==> src/rtl/otter_pipe_pkg.sv <==
// Shared types and constants for the OTTER pipeline sequencing controller.
package otter_pipe_pkg;

  typedef enum logic [2:0] {
    INIT   = 3'd0,
    RUN    = 3'd1,
    LSTALL = 3'd2,
    DRAIN  = 3'd3,
    TAKE   = 3'd4
  } ctrl_state_t;

  localparam logic [1:0] FWD_RF  = 2'd0;
  localparam logic [1:0] FWD_MEM = 2'd1;
  localparam logic [1:0] FWD_WB  = 2'd2;

endpackage

==> src/rtl/otter_hazard_ctrl_if.sv <==
// Pipeline-to-hazard-controller bundle; master is the datapath, slave is the controller.
interface otter_hazard_ctrl_if #(
  parameter int RA_W = 5
);

  logic [RA_W-1:0] DC_RS1;
  logic [RA_W-1:0] DC_RS2;
  logic            DC_USES_RS1;
  logic            DC_USES_RS2;
  logic [RA_W-1:0] EX_RS1;
  logic [RA_W-1:0] EX_RS2;
  logic [RA_W-1:0] EX_RD;
  logic            EX_REGWRITE;
  logic            EX_MEMRDEN2;
  logic            EX_VALID;
  logic [1:0]      EX_PCSOURCE;
  logic [RA_W-1:0] MEM_RD;
  logic            MEM_REGWRITE;
  logic            MEM_MEMRDEN2;
  logic [RA_W-1:0] WB_RD;
  logic            WB_REGWRITE;
  logic            INTR;

  logic            PC_WRITE;
  logic            FD_WRITE;
  logic            FD_FLUSH;
  logic            DE_FLUSH;
  logic [1:0]      FWD_A_SEL;
  logic [1:0]      FWD_B_SEL;
  logic            INTR_TAKE;
  logic [2:0]      CTRL_STATE;

  modport master (
    output DC_RS1, DC_RS2, DC_USES_RS1, DC_USES_RS2,
    output EX_RS1, EX_RS2, EX_RD, EX_REGWRITE, EX_MEMRDEN2, EX_VALID, EX_PCSOURCE,
    output MEM_RD, MEM_REGWRITE, MEM_MEMRDEN2, WB_RD, WB_REGWRITE, INTR,
    input  PC_WRITE, FD_WRITE, FD_FLUSH, DE_FLUSH,
    input  FWD_A_SEL, FWD_B_SEL, INTR_TAKE, CTRL_STATE
  );

  modport slave (
    input  DC_RS1, DC_RS2, DC_USES_RS1, DC_USES_RS2,
    input  EX_RS1, EX_RS2, EX_RD, EX_REGWRITE, EX_MEMRDEN2, EX_VALID, EX_PCSOURCE,
    input  MEM_RD, MEM_REGWRITE, MEM_MEMRDEN2, WB_RD, WB_REGWRITE, INTR,
    output PC_WRITE, FD_WRITE, FD_FLUSH, DE_FLUSH,
    output FWD_A_SEL, FWD_B_SEL, INTR_TAKE, CTRL_STATE
  );

endinterface

==> src/rtl/otter_fwd_unit.sv <==
// Combinational EX operand forwarding select for one source register.
module otter_fwd_unit
  import otter_pipe_pkg::*;
#(
  parameter int RA_W = 5
) (
  input  logic [RA_W-1:0] rs,
  input  logic [RA_W-1:0] memRd,
  input  logic            memRegWrite,
  input  logic            memMemRdEn2,
  input  logic [RA_W-1:0] wbRd,
  input  logic            wbRegWrite,
  output logic [1:0]      fwdSel
);

  // A load in MEM has no data yet, so it is never a forwarding source here.
  always_comb begin
    fwdSel = FWD_RF;
    if (memRegWrite && !memMemRdEn2 && (memRd != '0) && (memRd == rs)) begin
      fwdSel = FWD_MEM;
    end else if (wbRegWrite && (wbRd != '0) && (wbRd == rs)) begin
      fwdSel = FWD_WB;
    end
  end

endmodule

==> src/rtl/otter_hazard_ctrl.sv <==
// OTTER 5-stage hazard/sequencing controller: load-use stalls, redirects, forwarding, interrupt drain.
// Build option OTTER_HAZ_PERF_EN adds saturating STALL_CNT / FLUSH_CNT outputs.
module otter_hazard_ctrl #(
  parameter int DRAIN_CYCLES = 3,
  parameter int RA_W         = 5
) (
  input logic CLK,
  input logic RST,
  otter_hazard_ctrl_if.slave hz
`ifdef OTTER_HAZ_PERF_EN
  ,
  output logic [31:0] STALL_CNT,
  output logic [31:0] FLUSH_CNT
`endif
);

  import otter_pipe_pkg::*;

  localparam logic [2:0] DrainLoad = 3'(DRAIN_CYCLES);

  ctrl_state_t state;
  ctrl_state_t nextState;
  logic [2:0]  drainCnt;
  logic [2:0]  nextCnt;
  logic        intrTakeQ;
  logic        loadUse;
  logic        redirect;
  logic        pcWrite;
  logic        fdWrite;
  logic        fdFlush;
  logic        deFlush;
  logic [1:0]  fwdA;
  logic [1:0]  fwdB;

  assign loadUse = hz.EX_MEMRDEN2 & hz.EX_REGWRITE & (hz.EX_RD != '0) &
                   ((hz.DC_USES_RS1 & (hz.DC_RS1 == hz.EX_RD)) |
                    (hz.DC_USES_RS2 & (hz.DC_RS2 == hz.EX_RD)));
  assign redirect = hz.EX_VALID & (hz.EX_PCSOURCE != 2'd0);

  always_ff @(posedge CLK or negedge RST) begin
    if (!RST) begin
      state     <= INIT;
      drainCnt  <= '0;
      intrTakeQ <= 1'b0;
    end else begin
      state     <= nextState;
      drainCnt  <= nextCnt;
      intrTakeQ <= (nextState == TAKE);
    end
  end

  // Redirect outranks load-use, which outranks interrupt acceptance.
  always_comb begin
    nextState = state;
    nextCnt   = drainCnt;
    case (state)
      INIT:   nextState = RUN;
      RUN: begin
        if (redirect) begin
          nextState = RUN;
        end else if (loadUse) begin
          nextState = LSTALL;
        end else if (hz.INTR) begin
          nextState = DRAIN;
          nextCnt   = DrainLoad;
        end
      end
      LSTALL: nextState = RUN;
      DRAIN: begin
        nextCnt = drainCnt - 3'd1;
        if (drainCnt <= 3'd1) begin
          nextState = TAKE;
        end
      end
      TAKE:    nextState = RUN;
      default: nextState = INIT;
    endcase
  end

  always_comb begin
    pcWrite = 1'b1;
    fdWrite = 1'b1;
    fdFlush = 1'b0;
    deFlush = 1'b0;
    case (state)
      RUN, LSTALL: begin
        if (redirect) begin
          fdWrite = 1'b0;
          fdFlush = 1'b1;
          deFlush = 1'b1;
        end else if (loadUse && (state == RUN)) begin
          pcWrite = 1'b0;
          fdWrite = 1'b0;
          deFlush = 1'b1;
        end
      end
      DRAIN: begin
        pcWrite = redirect;
        fdWrite = 1'b0;
        fdFlush = redirect;
        deFlush = 1'b1;
      end
      default: begin
        fdWrite = 1'b0;
        fdFlush = 1'b1;
        deFlush = 1'b1;
      end
    endcase
    // Hold the front end frozen and bubbled for as long as reset is asserted.
    if (!RST) begin
      pcWrite = 1'b0;
      fdWrite = 1'b0;
      fdFlush = 1'b1;
      deFlush = 1'b1;
    end
  end

  otter_fwd_unit #(.RA_W(RA_W)) fwdUnitA (
    .rs          (hz.EX_RS1),
    .memRd       (hz.MEM_RD),
    .memRegWrite (hz.MEM_REGWRITE),
    .memMemRdEn2 (hz.MEM_MEMRDEN2),
    .wbRd        (hz.WB_RD),
    .wbRegWrite  (hz.WB_REGWRITE),
    .fwdSel      (fwdA)
  );

  otter_fwd_unit #(.RA_W(RA_W)) fwdUnitB (
    .rs          (hz.EX_RS2),
    .memRd       (hz.MEM_RD),
    .memRegWrite (hz.MEM_REGWRITE),
    .memMemRdEn2 (hz.MEM_MEMRDEN2),
    .wbRd        (hz.WB_RD),
    .wbRegWrite  (hz.WB_REGWRITE),
    .fwdSel      (fwdB)
  );

  assign hz.PC_WRITE   = pcWrite;
  assign hz.FD_WRITE   = fdWrite;
  assign hz.FD_FLUSH   = fdFlush;
  assign hz.DE_FLUSH   = deFlush;
  assign hz.FWD_A_SEL  = RST ? fwdA : FWD_RF;
  assign hz.FWD_B_SEL  = RST ? fwdB : FWD_RF;
  assign hz.INTR_TAKE  = intrTakeQ;
  assign hz.CTRL_STATE = state;

`ifdef OTTER_HAZ_PERF_EN
  logic countable;
  logic stallEvt;
  logic flushEvt;

  assign countable = (state == RUN) || (state == LSTALL) || (state == DRAIN);
  assign stallEvt  = countable & ~pcWrite;
  assign flushEvt  = countable & redirect;

  always_ff @(posedge CLK or negedge RST) begin
    if (!RST) begin
      STALL_CNT <= '0;
      FLUSH_CNT <= '0;
    end else begin
      if (stallEvt && (STALL_CNT != '1)) STALL_CNT <= STALL_CNT + 32'd1;
      if (flushEvt && (FLUSH_CNT != '1)) FLUSH_CNT <= FLUSH_CNT + 32'd1;
    end
  end
`endif

endmodule

==> src/flat_wrapper.sv <==
// flat-port wrapper written by rule: the top's interface ports become plain ports
module otter_hazard_ctrl_flat import otter_pipe_pkg::*;
#(
  parameter int DRAIN_CYCLES = 3,
  parameter int RA_W         = 5
)
  (CLK, RST, hz_DC_RS1, hz_DC_RS2, hz_DC_USES_RS1, hz_DC_USES_RS2, hz_EX_RS1, hz_EX_RS2, hz_EX_RD, hz_EX_REGWRITE, hz_EX_MEMRDEN2, hz_EX_VALID, hz_EX_PCSOURCE, hz_MEM_RD, hz_MEM_REGWRITE, hz_MEM_MEMRDEN2, hz_WB_RD, hz_WB_REGWRITE, hz_INTR, hz_PC_WRITE, hz_FD_WRITE, hz_FD_FLUSH, hz_DE_FLUSH, hz_FWD_A_SEL, hz_FWD_B_SEL, hz_INTR_TAKE, hz_CTRL_STATE);
  otter_hazard_ctrl_if #(.RA_W(RA_W)) hz_i ();
  input logic CLK;
  input logic RST;
  input wire logic [$bits(hz_i.DC_RS1)-1:0] hz_DC_RS1;
  input wire logic [$bits(hz_i.DC_RS2)-1:0] hz_DC_RS2;
  input wire logic [$bits(hz_i.DC_USES_RS1)-1:0] hz_DC_USES_RS1;
  input wire logic [$bits(hz_i.DC_USES_RS2)-1:0] hz_DC_USES_RS2;
  input wire logic [$bits(hz_i.EX_RS1)-1:0] hz_EX_RS1;
  input wire logic [$bits(hz_i.EX_RS2)-1:0] hz_EX_RS2;
  input wire logic [$bits(hz_i.EX_RD)-1:0] hz_EX_RD;
  input wire logic [$bits(hz_i.EX_REGWRITE)-1:0] hz_EX_REGWRITE;
  input wire logic [$bits(hz_i.EX_MEMRDEN2)-1:0] hz_EX_MEMRDEN2;
  input wire logic [$bits(hz_i.EX_VALID)-1:0] hz_EX_VALID;
  input wire logic [$bits(hz_i.EX_PCSOURCE)-1:0] hz_EX_PCSOURCE;
  input wire logic [$bits(hz_i.MEM_RD)-1:0] hz_MEM_RD;
  input wire logic [$bits(hz_i.MEM_REGWRITE)-1:0] hz_MEM_REGWRITE;
  input wire logic [$bits(hz_i.MEM_MEMRDEN2)-1:0] hz_MEM_MEMRDEN2;
  input wire logic [$bits(hz_i.WB_RD)-1:0] hz_WB_RD;
  input wire logic [$bits(hz_i.WB_REGWRITE)-1:0] hz_WB_REGWRITE;
  input wire logic [$bits(hz_i.INTR)-1:0] hz_INTR;
  output wire logic [$bits(hz_i.PC_WRITE)-1:0] hz_PC_WRITE;
  output wire logic [$bits(hz_i.FD_WRITE)-1:0] hz_FD_WRITE;
  output wire logic [$bits(hz_i.FD_FLUSH)-1:0] hz_FD_FLUSH;
  output wire logic [$bits(hz_i.DE_FLUSH)-1:0] hz_DE_FLUSH;
  output wire logic [$bits(hz_i.FWD_A_SEL)-1:0] hz_FWD_A_SEL;
  output wire logic [$bits(hz_i.FWD_B_SEL)-1:0] hz_FWD_B_SEL;
  output wire logic [$bits(hz_i.INTR_TAKE)-1:0] hz_INTR_TAKE;
  output wire logic [$bits(hz_i.CTRL_STATE)-1:0] hz_CTRL_STATE;
  assign hz_i.DC_RS1 = hz_DC_RS1;
  assign hz_i.DC_RS2 = hz_DC_RS2;
  assign hz_i.DC_USES_RS1 = hz_DC_USES_RS1;
  assign hz_i.DC_USES_RS2 = hz_DC_USES_RS2;
  assign hz_i.EX_RS1 = hz_EX_RS1;
  assign hz_i.EX_RS2 = hz_EX_RS2;
  assign hz_i.EX_RD = hz_EX_RD;
  assign hz_i.EX_REGWRITE = hz_EX_REGWRITE;
  assign hz_i.EX_MEMRDEN2 = hz_EX_MEMRDEN2;
  assign hz_i.EX_VALID = hz_EX_VALID;
  assign hz_i.EX_PCSOURCE = hz_EX_PCSOURCE;
  assign hz_i.MEM_RD = hz_MEM_RD;
  assign hz_i.MEM_REGWRITE = hz_MEM_REGWRITE;
  assign hz_i.MEM_MEMRDEN2 = hz_MEM_MEMRDEN2;
  assign hz_i.WB_RD = hz_WB_RD;
  assign hz_i.WB_REGWRITE = hz_WB_REGWRITE;
  assign hz_i.INTR = hz_INTR;
  assign hz_PC_WRITE = hz_i.PC_WRITE;
  assign hz_FD_WRITE = hz_i.FD_WRITE;
  assign hz_FD_FLUSH = hz_i.FD_FLUSH;
  assign hz_DE_FLUSH = hz_i.DE_FLUSH;
  assign hz_FWD_A_SEL = hz_i.FWD_A_SEL;
  assign hz_FWD_B_SEL = hz_i.FWD_B_SEL;
  assign hz_INTR_TAKE = hz_i.INTR_TAKE;
  assign hz_CTRL_STATE = hz_i.CTRL_STATE;
  otter_hazard_ctrl #(.DRAIN_CYCLES(DRAIN_CYCLES), .RA_W(RA_W)) u_core (.CLK(CLK), .RST(RST), .hz(hz_i));
endmodule
==> config.mk <==
export PLATFORM = sky130hd
export DESIGN_NAME = otter_hazard_ctrl_flat
export DESIGN_NICKNAME = d
export VERILOG_FILES = /design/src/rtl/otter_pipe_pkg.sv /design/src/rtl/otter_hazard_ctrl_if.sv /design/src/rtl/otter_fwd_unit.sv /design/src/rtl/otter_hazard_ctrl.sv /design/src/flat_wrapper.sv
export SDC_FILE = /design/constraint.sdc
export NUM_CORES = 1
export LEC_CHECK = 0
export BUFFER_PORTS_ARGS = -buffer_cell sky130_fd_sc_hd__buf_2
export CORE_UTILIZATION = 40
export DETAILED_ROUTE_END_ITERATION = 8
export GPL_TIMING_DRIVEN = 0
export HOLD_SLACK_MARGIN = 0.1
export PLACE_DENSITY = 0.79
export SYNTH_ARGS = -nofsm -noshare
export SYNTH_HDL_FRONTEND = slang
export SYNTH_SLANG_ARGS = --single-unit
export TNS_END_PERCENT = 10
==> constraint.sdc <==
create_clock -name CLK -period 1.79 [get_ports CLK]
set_input_delay 0.179 -clock CLK [delete_from_list [all_inputs] [get_ports CLK]]
set_output_delay 0.179 -clock CLK [all_outputs]
set_load 0.005 [all_outputs]
==> key figures <==
Finish
  • Syn-to-layout area delta: 43.8%
  • Fill cells: 195
  • Layout Cells excl Fill: 191
  • Fin area: 1210 um^2
  • Fin nets: between 200 and 250
  • Storage cell area: 175 um^2
  • N_diodes: 0
  • Layout cells sized above 1: 40.9%
  • Multi-input gate area: 652 um^2

Place
  • Cell Area, Placed: 1170 um^2
  • Placed Cells: 186
  • Port buffer count: 59
  • GPL Wtd Cong: 0.876
  • Final HPWL DP: approximately 2000 um
  • Dpl ws: -0.0478 ns

Yosys
  • Area share of the leading cell type in the synthesized netlist: 22.8%
  • Main combinational cell family by area after synthesis: XOR/XNOR gates
  • Post-Synth XOR/XNOR Area: 31.2%
  • Ys async rst share: 100%
  • Cell count after synthesis: 100
  • Synth Area in Adders: 2.97%
  • Synth Area in Simple Gates: 24.0%
  • Number of synthesized register bits: 7
  • Syn avg cell area: 8.43 um^2
  • Post-synthesis sequential area ratio: 20.8%
  • Ys Warns: 0
  • Cell Area, Synth: approximately 840 um^2
  • Syn nets: 150
  • Prevailing post-synth register cell: dfrtp_1
  • Top post-synthesis cells by area: xor2_1 23%, dfrtp_1 21%, xnor2_1 8.3%
  • Synth Area in Compound Gates: between 10% and 20%
  • Synth area leader: xor2_1
  • EDFF count, synth: 0
  • Mux cell area share after synthesis: 1.19%
  • Yosys cell types: 28

Setup path
  • Critical path type: in -> out
  • Critical-path top delay cell: or4_1
  • Crit path DAT: between 1.5 and 2 ns
  • Reg2Reg Depth: 4
  • CP required: 1.61 ns
  • CP Cell Sequence: buf_2, or4_1, o21ai_2, nor4_1, nor4_1, buf_2
  • R2r setup slk: about 0.38 ns
  • R2r startpoint: u_core.drainCnt[0]
  • Crit path from: hz_MEM_RD[1]
  • Startpoint Class: input port
  • Worst stage delay on the critical path: 0.56 ns
  • Setup crit end kind: output pin
  • R2R Path End: u_core.hz.CTRL_STATE[0]
  • Critical Path Sink: hz_FWD_A_SEL[1]
  • Crit path max fanout: 3

Clocking
  • Post-CTS Setup Repair Bufs: 0
  • Clock sinks: 7
  • CTS tree: built
  • Clock-pin slew on the worst setup and hold paths: 0.05 ns
  • Htree depth: 1
  • Longest Clk Path Bufs: 2
  • TritonCTS Buffers: 3
  • Clock Latency Late Sink: 0.25 ns
  • CTS Root Cell: clkbuf_4

Global route
  • Largest net degree at the start of global routing: 11
  • Initial antenna violation count: 0
  • First-pass GRT wire length: 3410 um
  • Total GRT Usage: 21.2%
  • GRT overflow: 0
  • Number of global-route vias before repair: 855

Power and ir drop
  • Sequential power share: 29.4%
  • Internal: 0.559 mW
  • PD cells: between 700 and 800 nW/um^2
  • Clk network pwr share: ~15%
  • Switching share of power: roughly 42%
  • Leakage: 0.592 nW
  • Worst vdd ir: 0.546 mV
  • Combinational Power Share: 55.6%
  • Psw: 0.410 mW

Run
  • Max-Cap Viols: 0

Timing
  • Fmax: between 0.5 and 0.6 GHz
  • RSZ-0062 raised after global routing: no
  • Final worst slack: approximately 0.075 ns
  • Count of final setup violators: 0
  • WHS: 0.308 ns
  • Final Hold Fails: 0
  • Worst-Margin Slew: 0.577 ns
  • Final Max Slew Viols: 0
  • Post-layout minimum cycle time: 1.71 ns
  • Setup_tns: 0 ns
  • Worst Skew: around 0.0018 ns
  • Relative max-transition margin: 61.1%
  • Fin crit share: 95.8%

Drt
  • WL met1: approximately 950 um
  • DR vias/cell: 5.01
  • First-pass DRT Iterations: 4
  • Drt wl/cell: 11.8 um
  • Top Metal Used: met3
  • DR vias: 957
  • Residual DRC: 0
  • Antenna Nets Post-Route: 0
  • Final wirelength: around 2200 um
  • WL met2: about 1200 um
  • Initial drt markers: 13
  • Metal3 WL: 122 um

Floorplan
  • Initial Util: a little over two fifths
  • Core area: 1960 um^2
  • Die height: 47.9 um
  • Die ar.: ~2300 um^2
  • Std cell rows: 16
  • Io pins: 60
  • Chip width: 47.9 um

Hold path
  • Worst min-delay path class: in -> reg

Run status
  • Status: completed
routing by layer:
metal / vias up / GRT usage [%]
li1: 495 / -
met1: 424 / 24.9
met2: 38 / 37.0
met3: 0 / 6.42
met4: 0 / 5.56
met5: - / 0
Yosys cell counts, types with 4 or more instances:
| library cell | count |
|---|---|
| dfrtp_1 | 7 |
| nor2b_1 | 5 |
| a21oi_1 | 5 |
| inv_1 | 4 |
| xor2_1 | 22 |
| o21ai_0 | 6 |
| xnor2_1 | 8 |
| nor4_1 | 7 |
| nor2_1 | 5 |
| or4_1 | 4 |
| nand3_1 | 5 |
state kept, by name, summed over array words and instances (netlist names):
register	cells
u_core.drainCnt	3
u_core.hz.CTRL_STATE	3
u_core.hz.INTR_TAKE	1
power by group through the flow:
stage	clock (mW)	combinational (mW)	sequential, mW
6_report	0.145	0.539	0.285
5_1_grt	0.162	0.612	0.295
4_1_cts	0.151	0.539	0.284
3_5_place_dp	0	0.536	0.286
3_3_place_gp	0	0.508	0.281
2_1_floorplan	0	0.333	0.277
cells by family after synthesis:
family,after synthesis
compound gates,21
buf+inv,5
simple gates,34
mux,1
xor+xnor,30
flops,7
fa+ha+maj,2
per-stage QoR:
stage	utilization [%]	total power, mW
2_1_floorplan	-	0.609
3_3_place_gp	59.8	0.789
3_5_place_dp	59.8	0.822
4_1_cts	61.6	0.974
5_1_grt	61.8	1.07
6_report	61.8	0.969
how the worst min path moves through the flow:
stage	startpoint	slack, ns	cells past startpoint	endpoint
floorplan	RST	-0.12	0	u_core.drainCnt[0]
global placement	RST	0.05	1	u_core.hz.CTRL_STATE[2]
detailed placement	RST	0.05	1	u_core.hz.CTRL_STATE[0]
CTS	hz_EX_MEMRDEN2	0.30	4	u_core.drainCnt[0]
global route	hz_EX_MEMRDEN2	0.31	4	u_core.drainCnt[0]
finish	hz_EX_MEMRDEN2	0.31	4	u_core.drainCnt[0]
area by class of cell:
class / instances / share of cell area (%)
clock buffer: 4 / 2.17
multi-input combinational: 88 / 53.8
tap: 27 / 2.79
inverter: 4 / 1.24
timing repair buffer: 60 / 25.2
sequential: 7 / 14.4
buffer: 1 / 0.413
what timing repair did:
action | 4_1_cts | 5_1_grt
pin swaps | 0 | 1
hold endpoints to repair | 7 | 0
gates resized for setup | 1 | 1
hold buffers | 1 | 0
gates cloned | 0 | 0
setup endpoints to repair | 2 | 2
layout by cell type (no fill, tap or decap), drive strengths merged:
master	synthesis	final
a32oi	1	1
o211ai	2	2
xnor2	8	8
a21o	1	1
o21ai	6	6
nor2b	5	5
nand2b	1	1
nor3	1	1
a21oi	5	5
or4	5	5
and2	3	3
nand3	5	5
dfrtp	7	7
a31oi	2	2
nand2	2	2
nor4	7	7
mux2i	1	1
a221o	1	1
clkbuf	0	4
buf	1	60
inv	4	4
nor2	5	5
dlygate4sd3	0	1
ha	2	2
a32o	1	1
o21bai	2	2
xor2	22	22
worst max-delay path: cells and delay by family:
| kind | cells | cell delay [ns] |
|---|---|---|
| AOI/OAI and AO/OA | 1 | 0.16 |
| and+or+nand+nor | 3 | 0.92 |
| buffers and inverters | 2 | 0.28 |
(Power assumes the default switching activity.)
